**config.mk**
```make
export PLATFORM = sky130hd
export DESIGN_NAME = water_inlet_arbiter_flat
export DESIGN_NICKNAME = d
export VERILOG_FILES = /design/src/rtl/wm_pkg.sv /design/src/rtl/water_inlet_arbiter_if.sv /design/src/rtl/water_inlet_arbiter_rr_pick.sv /design/src/rtl/water_inlet_arbiter.sv /design/src/flat_wrapper.sv
export SDC_FILE = /design/constraint.sdc
export NUM_CORES = 1
export LEC_CHECK = 0
export ABC_AREA = 1
export BUFFER_PORTS_ARGS = -buffer_cell sky130_fd_sc_hd__buf_2
export CORE_AREA = 4 4 57 59
export CTS_BUF_LIST = sky130_fd_sc_hd__clkbuf_4 sky130_fd_sc_hd__clkbuf_8 sky130_fd_sc_hd__clkbuf_16
export DETAILED_ROUTE_END_ITERATION = 10
export DIE_AREA = 0 0 61 63
export GPL_ROUTABILITY_DRIVEN = 0
export PLACE_DENSITY_LB_ADDON = 0.1
export SLEW_MARGIN = 20
export SYNTH_ARGS = -nofsm -noshare
export SYNTH_HDL_FRONTEND = slang
export SYNTH_SLANG_ARGS = --single-unit
```
**constraint.sdc**
```tcl
create_clock -name clk -period 3.4 [get_ports clk]
set_input_delay 0.34 -clock clk [delete_from_list [all_inputs] [get_ports clk]]
set_output_delay 0.34 -clock clk [all_outputs]
set_load 0.005 [all_outputs]
```
**src/rtl/wm_pkg.sv**
```systemverilog
// Shared definitions for the washing-machine control blocks: FSM state
// encoding and default timing for the water inlet arbiter.
package wm_pkg;

  // One-hot encoding, same style as the per-machine controller FSM.
  typedef enum logic [2:0] {
    IDLE = 3'b001,
    OPEN = 3'b010,
    GAP  = 3'b100
  } state_t;

  localparam int DEF_MAX_HOLD   = 8;
  localparam int DEF_GAP_CYCLES = 2;

endpackage

```
**src/rtl/water_inlet_arbiter_if.sv**
```systemverilog
// Bundle between the machine controllers (master) and the inlet arbiter (slave).
interface water_inlet_arbiter_if #(
  parameter int N_MACH = 4
);
  logic [N_MACH-1:0] fill_req;
  logic [N_MACH-1:0] fill_done;
  logic              shutoff;
  logic [N_MACH-1:0] grant;
  logic              valve_open;
  logic [N_MACH-1:0] timeout_err;
  logic              busy;

  modport master (
    output fill_req, fill_done, shutoff,
    input  grant, valve_open, timeout_err, busy
  );

  modport slave (
    input  fill_req, fill_done, shutoff,
    output grant, valve_open, timeout_err, busy
  );
endinterface

```
**src/rtl/water_inlet_arbiter_rr_pick.sv**
```systemverilog
// Combinational round-robin picker: first set request at or above ptr,
// wrapping modulo N_MACH.
module rr_pick #(
  parameter int N_MACH = 4,
  parameter int PTR_W  = 2
) (
  input  logic [N_MACH-1:0] req,
  input  logic [PTR_W-1:0]  ptr,
  output logic              valid,
  output logic [PTR_W-1:0]  index
);
  localparam logic [PTR_W:0] N_EXT = (PTR_W+1)'(N_MACH);

  // rot[gi] is the request sitting gi places above the pointer.
  logic [N_MACH-1:0] rot;

  generate
    for (genvar gi = 0; gi < N_MACH; gi++) begin : g_rot
      logic [PTR_W:0] sum;
      logic [PTR_W:0] idx;
      assign sum     = {1'b0, ptr} + (PTR_W+1)'(gi);
      assign idx     = (sum >= N_EXT) ? sum - N_EXT : sum;
      assign rot[gi] = req[idx[PTR_W-1:0]];
    end
  endgenerate

  logic [PTR_W:0] off;
  logic [PTR_W:0] abs_idx;

  always_comb begin
    valid   = 1'b0;
    off     = '0;
    abs_idx = '0;
    for (int k = N_MACH - 1; k >= 0; k--) begin
      if (rot[k]) begin
        valid = 1'b1;
        off   = (PTR_W+1)'(k);
      end
    end
    abs_idx = {1'b0, ptr} + off;
    if (abs_idx >= N_EXT) begin
      abs_idx = abs_idx - N_EXT;
    end
    index = abs_idx[PTR_W-1:0];
  end
endmodule

```
**src/rtl/water_inlet_arbiter.sv**
```systemverilog
// Shares one mains inlet valve between N_MACH machines: round-robin grant,
// per-grant hold limit, and a valve-off settle gap after every release.
module water_inlet_arbiter
  import wm_pkg::*;
#(
  parameter int N_MACH     = 4,
  parameter int MAX_HOLD   = DEF_MAX_HOLD,
  parameter int GAP_CYCLES = DEF_GAP_CYCLES,
  parameter int CNT_W      = 8
) (
  input logic                  clk,
  input logic                  res,
  water_inlet_arbiter_if.slave bus
);
  localparam int PTR_W = (N_MACH > 1) ? $clog2(N_MACH) : 1;

  state_t              state_reg, state_next;
  logic [N_MACH-1:0]   grant_reg, grant_next;
  logic [N_MACH-1:0]   tout_reg, tout_next;
  logic                valve_reg, valve_next;
  logic                busy_reg, busy_next;
  logic [PTR_W-1:0]    ptr_reg, ptr_next;
  logic [PTR_W-1:0]    owner_reg, owner_next;
  logic [CNT_W-1:0]    cnt_reg, cnt_next;

  logic                pick_valid;
  logic [PTR_W-1:0]    pick_idx;
  logic [PTR_W-1:0]    owner_inc;
  logic                owner_done, owner_req, at_limit, gap_end, release_now;

  rr_pick #(
    .N_MACH (N_MACH),
    .PTR_W  (PTR_W)
  ) u_pick (
    .req   (bus.fill_req),
    .ptr   (ptr_reg),
    .valid (pick_valid),
    .index (pick_idx)
  );

  assign owner_done  = bus.fill_done[owner_reg];
  assign owner_req   = bus.fill_req[owner_reg];
  assign at_limit    = (cnt_reg == CNT_W'(MAX_HOLD - 1));
  assign gap_end     = (cnt_reg == CNT_W'(GAP_CYCLES - 1));
  assign owner_inc   = (owner_reg == PTR_W'(N_MACH - 1)) ? '0 : owner_reg + PTR_W'(1);
  assign release_now = owner_done || !owner_req || bus.shutoff || at_limit;

  always_comb begin
    state_next = state_reg;
    grant_next = grant_reg;
    tout_next  = '0;
    ptr_next   = ptr_reg;
    owner_next = owner_reg;
    cnt_next   = cnt_reg;
    case (state_reg)
      IDLE: begin
        if (!bus.shutoff && pick_valid) begin
          state_next = OPEN;
          grant_next = N_MACH'(1) << pick_idx;
          owner_next = pick_idx;
          cnt_next   = '0;
        end
      end
      OPEN: begin
        if (release_now) begin
          // Only a genuine hold-limit expiry is a timeout; done, drop and shutoff win.
          if (at_limit && !owner_done && owner_req && !bus.shutoff) begin
            tout_next = grant_reg;
          end
          grant_next = '0;
          ptr_next   = owner_inc;
          cnt_next   = '0;
          state_next = (GAP_CYCLES == 0) ? IDLE : GAP;
        end else begin
          cnt_next = cnt_reg + CNT_W'(1);
        end
      end
      GAP: begin
        if (gap_end) begin
          state_next = IDLE;
          cnt_next   = '0;
        end else begin
          cnt_next = cnt_reg + CNT_W'(1);
        end
      end
      default: begin
        state_next = IDLE;
        grant_next = '0;
        cnt_next   = '0;
      end
    endcase
    valve_next = |grant_next;
    busy_next  = (state_next != IDLE);
  end

  always_ff @(posedge clk or negedge res) begin
    if (!res) begin
      state_reg <= IDLE;
      grant_reg <= '0;
      tout_reg  <= '0;
      valve_reg <= 1'b0;
      busy_reg  <= 1'b0;
      ptr_reg   <= '0;
      owner_reg <= '0;
      cnt_reg   <= '0;
    end else begin
      state_reg <= state_next;
      grant_reg <= grant_next;
      tout_reg  <= tout_next;
      valve_reg <= valve_next;
      busy_reg  <= busy_next;
      ptr_reg   <= ptr_next;
      owner_reg <= owner_next;
      cnt_reg   <= cnt_next;
    end
  end

  assign bus.grant       = grant_reg;
  assign bus.timeout_err = tout_reg;
  assign bus.valve_open  = valve_reg;
  assign bus.busy        = busy_reg;
endmodule
```
**src/flat_wrapper.sv**
```systemverilog
// flat-port wrapper written by rule: the top's interface ports become plain ports
module water_inlet_arbiter_flat import wm_pkg::*;
#(
  parameter int N_MACH     = 4,
  parameter int MAX_HOLD   = DEF_MAX_HOLD,
  parameter int GAP_CYCLES = DEF_GAP_CYCLES,
  parameter int CNT_W      = 8
)
  (clk, res, bus_fill_req, bus_fill_done, bus_shutoff, bus_grant, bus_valve_open, bus_timeout_err, bus_busy);
  water_inlet_arbiter_if #(.N_MACH(N_MACH)) bus_i ();
  input logic clk;
  input logic res;
  input wire logic [$bits(bus_i.fill_req)-1:0] bus_fill_req;
  input wire logic [$bits(bus_i.fill_done)-1:0] bus_fill_done;
  input wire logic [$bits(bus_i.shutoff)-1:0] bus_shutoff;
  output wire logic [$bits(bus_i.grant)-1:0] bus_grant;
  output wire logic [$bits(bus_i.valve_open)-1:0] bus_valve_open;
  output wire logic [$bits(bus_i.timeout_err)-1:0] bus_timeout_err;
  output wire logic [$bits(bus_i.busy)-1:0] bus_busy;
  assign bus_i.fill_req = bus_fill_req;
  assign bus_i.fill_done = bus_fill_done;
  assign bus_i.shutoff = bus_shutoff;
  assign bus_grant = bus_i.grant;
  assign bus_valve_open = bus_i.valve_open;
  assign bus_timeout_err = bus_i.timeout_err;
  assign bus_busy = bus_i.busy;
  water_inlet_arbiter #(.N_MACH(N_MACH), .MAX_HOLD(MAX_HOLD), .GAP_CYCLES(GAP_CYCLES), .CNT_W(CNT_W)) u_core (.clk(clk), .res(res), .bus(bus_i));
endmodule
```
==> results.cfg <==
[outcome]
status = finished clean

[logic_synthesis]
yosysSeqAreaShare = 0.432
ys.warnings.count = 0
synth_compound_area_frac = 0.0603
ys_top_cells_by_area = dfrtp_1 (41%), nand2_1 (17%), nor2_1 (6.5%)
synth-simple-area-share = 0.360
synth.most_common_cell = nand2_1
avgSynthCellArea_sq_um = 7.41
synth_nets = 212
synthArstFlopShare = 1.00
synth_top_area_frac = 0.414
syn_area_sq_um = 1450
synthTopCellsByCount = nand2_1 (67), nor2_1 (25), dfrtp_1 (24)
muxShareOfSynthArea = 0
synth_edf_count = 0
ys_ff_latch = 25
synth_top_flop_cell = dfrtp_1
synth-adder-area-share = 0.0431
netlist_instances = 196
synthXorXnorAreaFrac = 0.0181
synth.distinct_cells = 25
synth_top_family_by_area = simple AND/OR/NAND/NOR gates
synth_largest_area_cell = dfrtp_1

[grt]
antenna_found_initial = 0
grt_pass1_vias = 1226
grt_overflow_total = 0
grt_pass1_wl_microns = 5060
grt_usage = 0.171
grt_max_degree = 26

[timing]
worst_pin_slew_ps = 695
finClkSkew_ps = 3.11
fin_crit_sh = 0.652
slew_viol_final = 0
grt_setup_unrepaired = no
max_slew_margin = 0.533
max_freq_mhz = 451
hold_violations = 0
fin_crit_ps = 2220
fin_tns_setup_ps = 0
setup_viol = 0

[cells_and_area]
largest_reg_flops = 8
final_nets = 236
drive_gt1_frac = 0.174
area_growth_pct = 10.6
antenna_cells = 0

[placement]
port_buffers = 20
hpwlAfterDp_microns = 2270

[die]
die_area_sq_um = 3840
die_y_microns = 63
rows = 19
fp.dieW_microns = 61
start_util = 0.536
coreArea_sq_um = 2710
design.portCount = 21

[setup_path]
critPathCaptureType = flip-flop
critPathArrivalTime_ps = 2450
start_kind = flip-flop
cp_top_family = simple AND/OR/NAND/NOR gates
path_class = reg2reg
path_buf_inv = 2
critPathMaxFanout = 11
crit_path_top_delay_cell = dfrtp_1
reg2reg_setup_slack_ps = 1180
cpPeakStageDelay_ps = 570
cp.required_ps = 3630
crit_chain = inv_2 -> nand2_1 -> nand2_1 -> nand2_1 -> nand2_1 -> a31oi_1 -> nor2_1 -> ha_1 -> xor2_1 -> nand3b_1 -> nand2_1 -> inv_1 -> nand2_1 -> nand2_1 -> nor2_1 -> nand2_1
path_common_cell = nand2_1

[flow_run]
maxCapViolCount = 0

[clock_tree]
postCtsResizedCells = 0
clock_tree.buffer_depth = 2
clock_sinks = 25
cts_tree = done
clock_latency_ps = 320
cts_max_level = 1
root_buffer = clkbuf_4
cts_made_buffers = 3
clk_pin_slew_worst_paths_ps = 140
hold_buffers = 1
postCtsSetupRepairBufs = 0

[routing]
viasPerCell = 5.08
wirelength_microns = 2820
drt-initial-drc-count = 74
dr.pass1.iters = 4
vias = 1270
routedWlPerCell_microns = 11.3
drc = 0
ant_nets = 0

[power]
cellPowerDensity_nw_per_um2 = 291
peakVddDrop_v = 0.000243
power_uw = 467
p_leak_uw = 0.000863

[hold_path]
hp-class = in2reg
==> power breakdown <==
part	leakage (uW)	total [uW]	switching, uW	internal [uW]
logic	0.000546	33.8	21.5	12.3
clock network	0.0000177	136	91.9	44.2
registers	0.000299	297	0	297
==> metrics by stage <==
step | area [sq um] | utilization | instances | setup WS, ps | hold slack (ps)
floorplan | 1450 | - | 196 | 1450 | 44.4
global placement | 1570 | 0.578 | 245 | 1310 | 352
detailed placement | 1570 | 0.578 | 245 | 1230 | 353
CTS | 1610 | 0.592 | 250 | 1210 | 484
global route | 1610 | 0.592 | 250 | 958 | 536
finish | 1610 | 0.592 | 250 | 1180 | 482
==> cell families (layout without fill, tap and decap cells) <==
logic type,after synthesis,after routing
AO/OA/AOI/OAI,15,15
XOR/XNOR,3,3
adder cells (fa/ha/maj),5,5
buffers and inverters,26,49
flip-flops,25,25
AND/OR/NAND/NOR,122,122
==> cell type report <==
type | instances | area (sq um)
timing repair buffer | 21 | 110
sequential | 25 | 627
inverter | 24 | 103
multi-input combinational | 145 | 699
fill | 250 | 1100
clock buffer | 3 | 22.5
tap | 31 | 38.8
clock inverter | 1 | 5.00
==> worst paths after layout <==
kind,start,end,depth (start not counted)
max in group asynchronous,res,u_core.state_reg[0],2
min in group asynchronous,res,u_core.bus.grant[3],2
max reg2reg,u_core.ptr_reg[0],u_core.bus.valve_open,16
min,bus_shutoff,u_core.bus.timeout_err[2],6
max,u_core.ptr_reg[0],u_core.bus.valve_open,16
min reg2reg,u_core.bus.grant[3],u_core.bus.timeout_err[3],2
==> worst reg2reg max path, cell delays in order, from the launching register on <==
cell and delay, ps:
dfrtp_1 570, inv_2 110, nand2_1 90, nand2_1 70, nand2_1 70, nand2_1 90
a31oi_1 140, nor2_1 80, ha_1 190, xor2_1 150, nand3b_1 160, nand2_1 100
inv_1 70, nand2_1 60, nand2_1 60, nor2_1 100, nand2_1 50
==> per-layer routing <==
metal	vias to the layer above	GRT usage	routed length [microns]
met2	24	0.261	1300
li1	660	-	-
met1	580	0.237	1340
met3	6	0.0269	129
met4	0	0.0705	48
met5	-	0	0
==> layout by cell type (no fill, tap or decap), types with 4 or more instances in the layout <==
cell type  netlist  layout
inv_1           21      21
nand2_2          4       4
dfrtp_1         24      24
nor2_1          25      25
buf_2            0      20
ha_1             5       5
nand3_1         12      12
o21ai_0          4       4
nor3_1           5       5
a21oi_1          5       5
nand2_1         67      67
(Power assumes the default switching activity.)
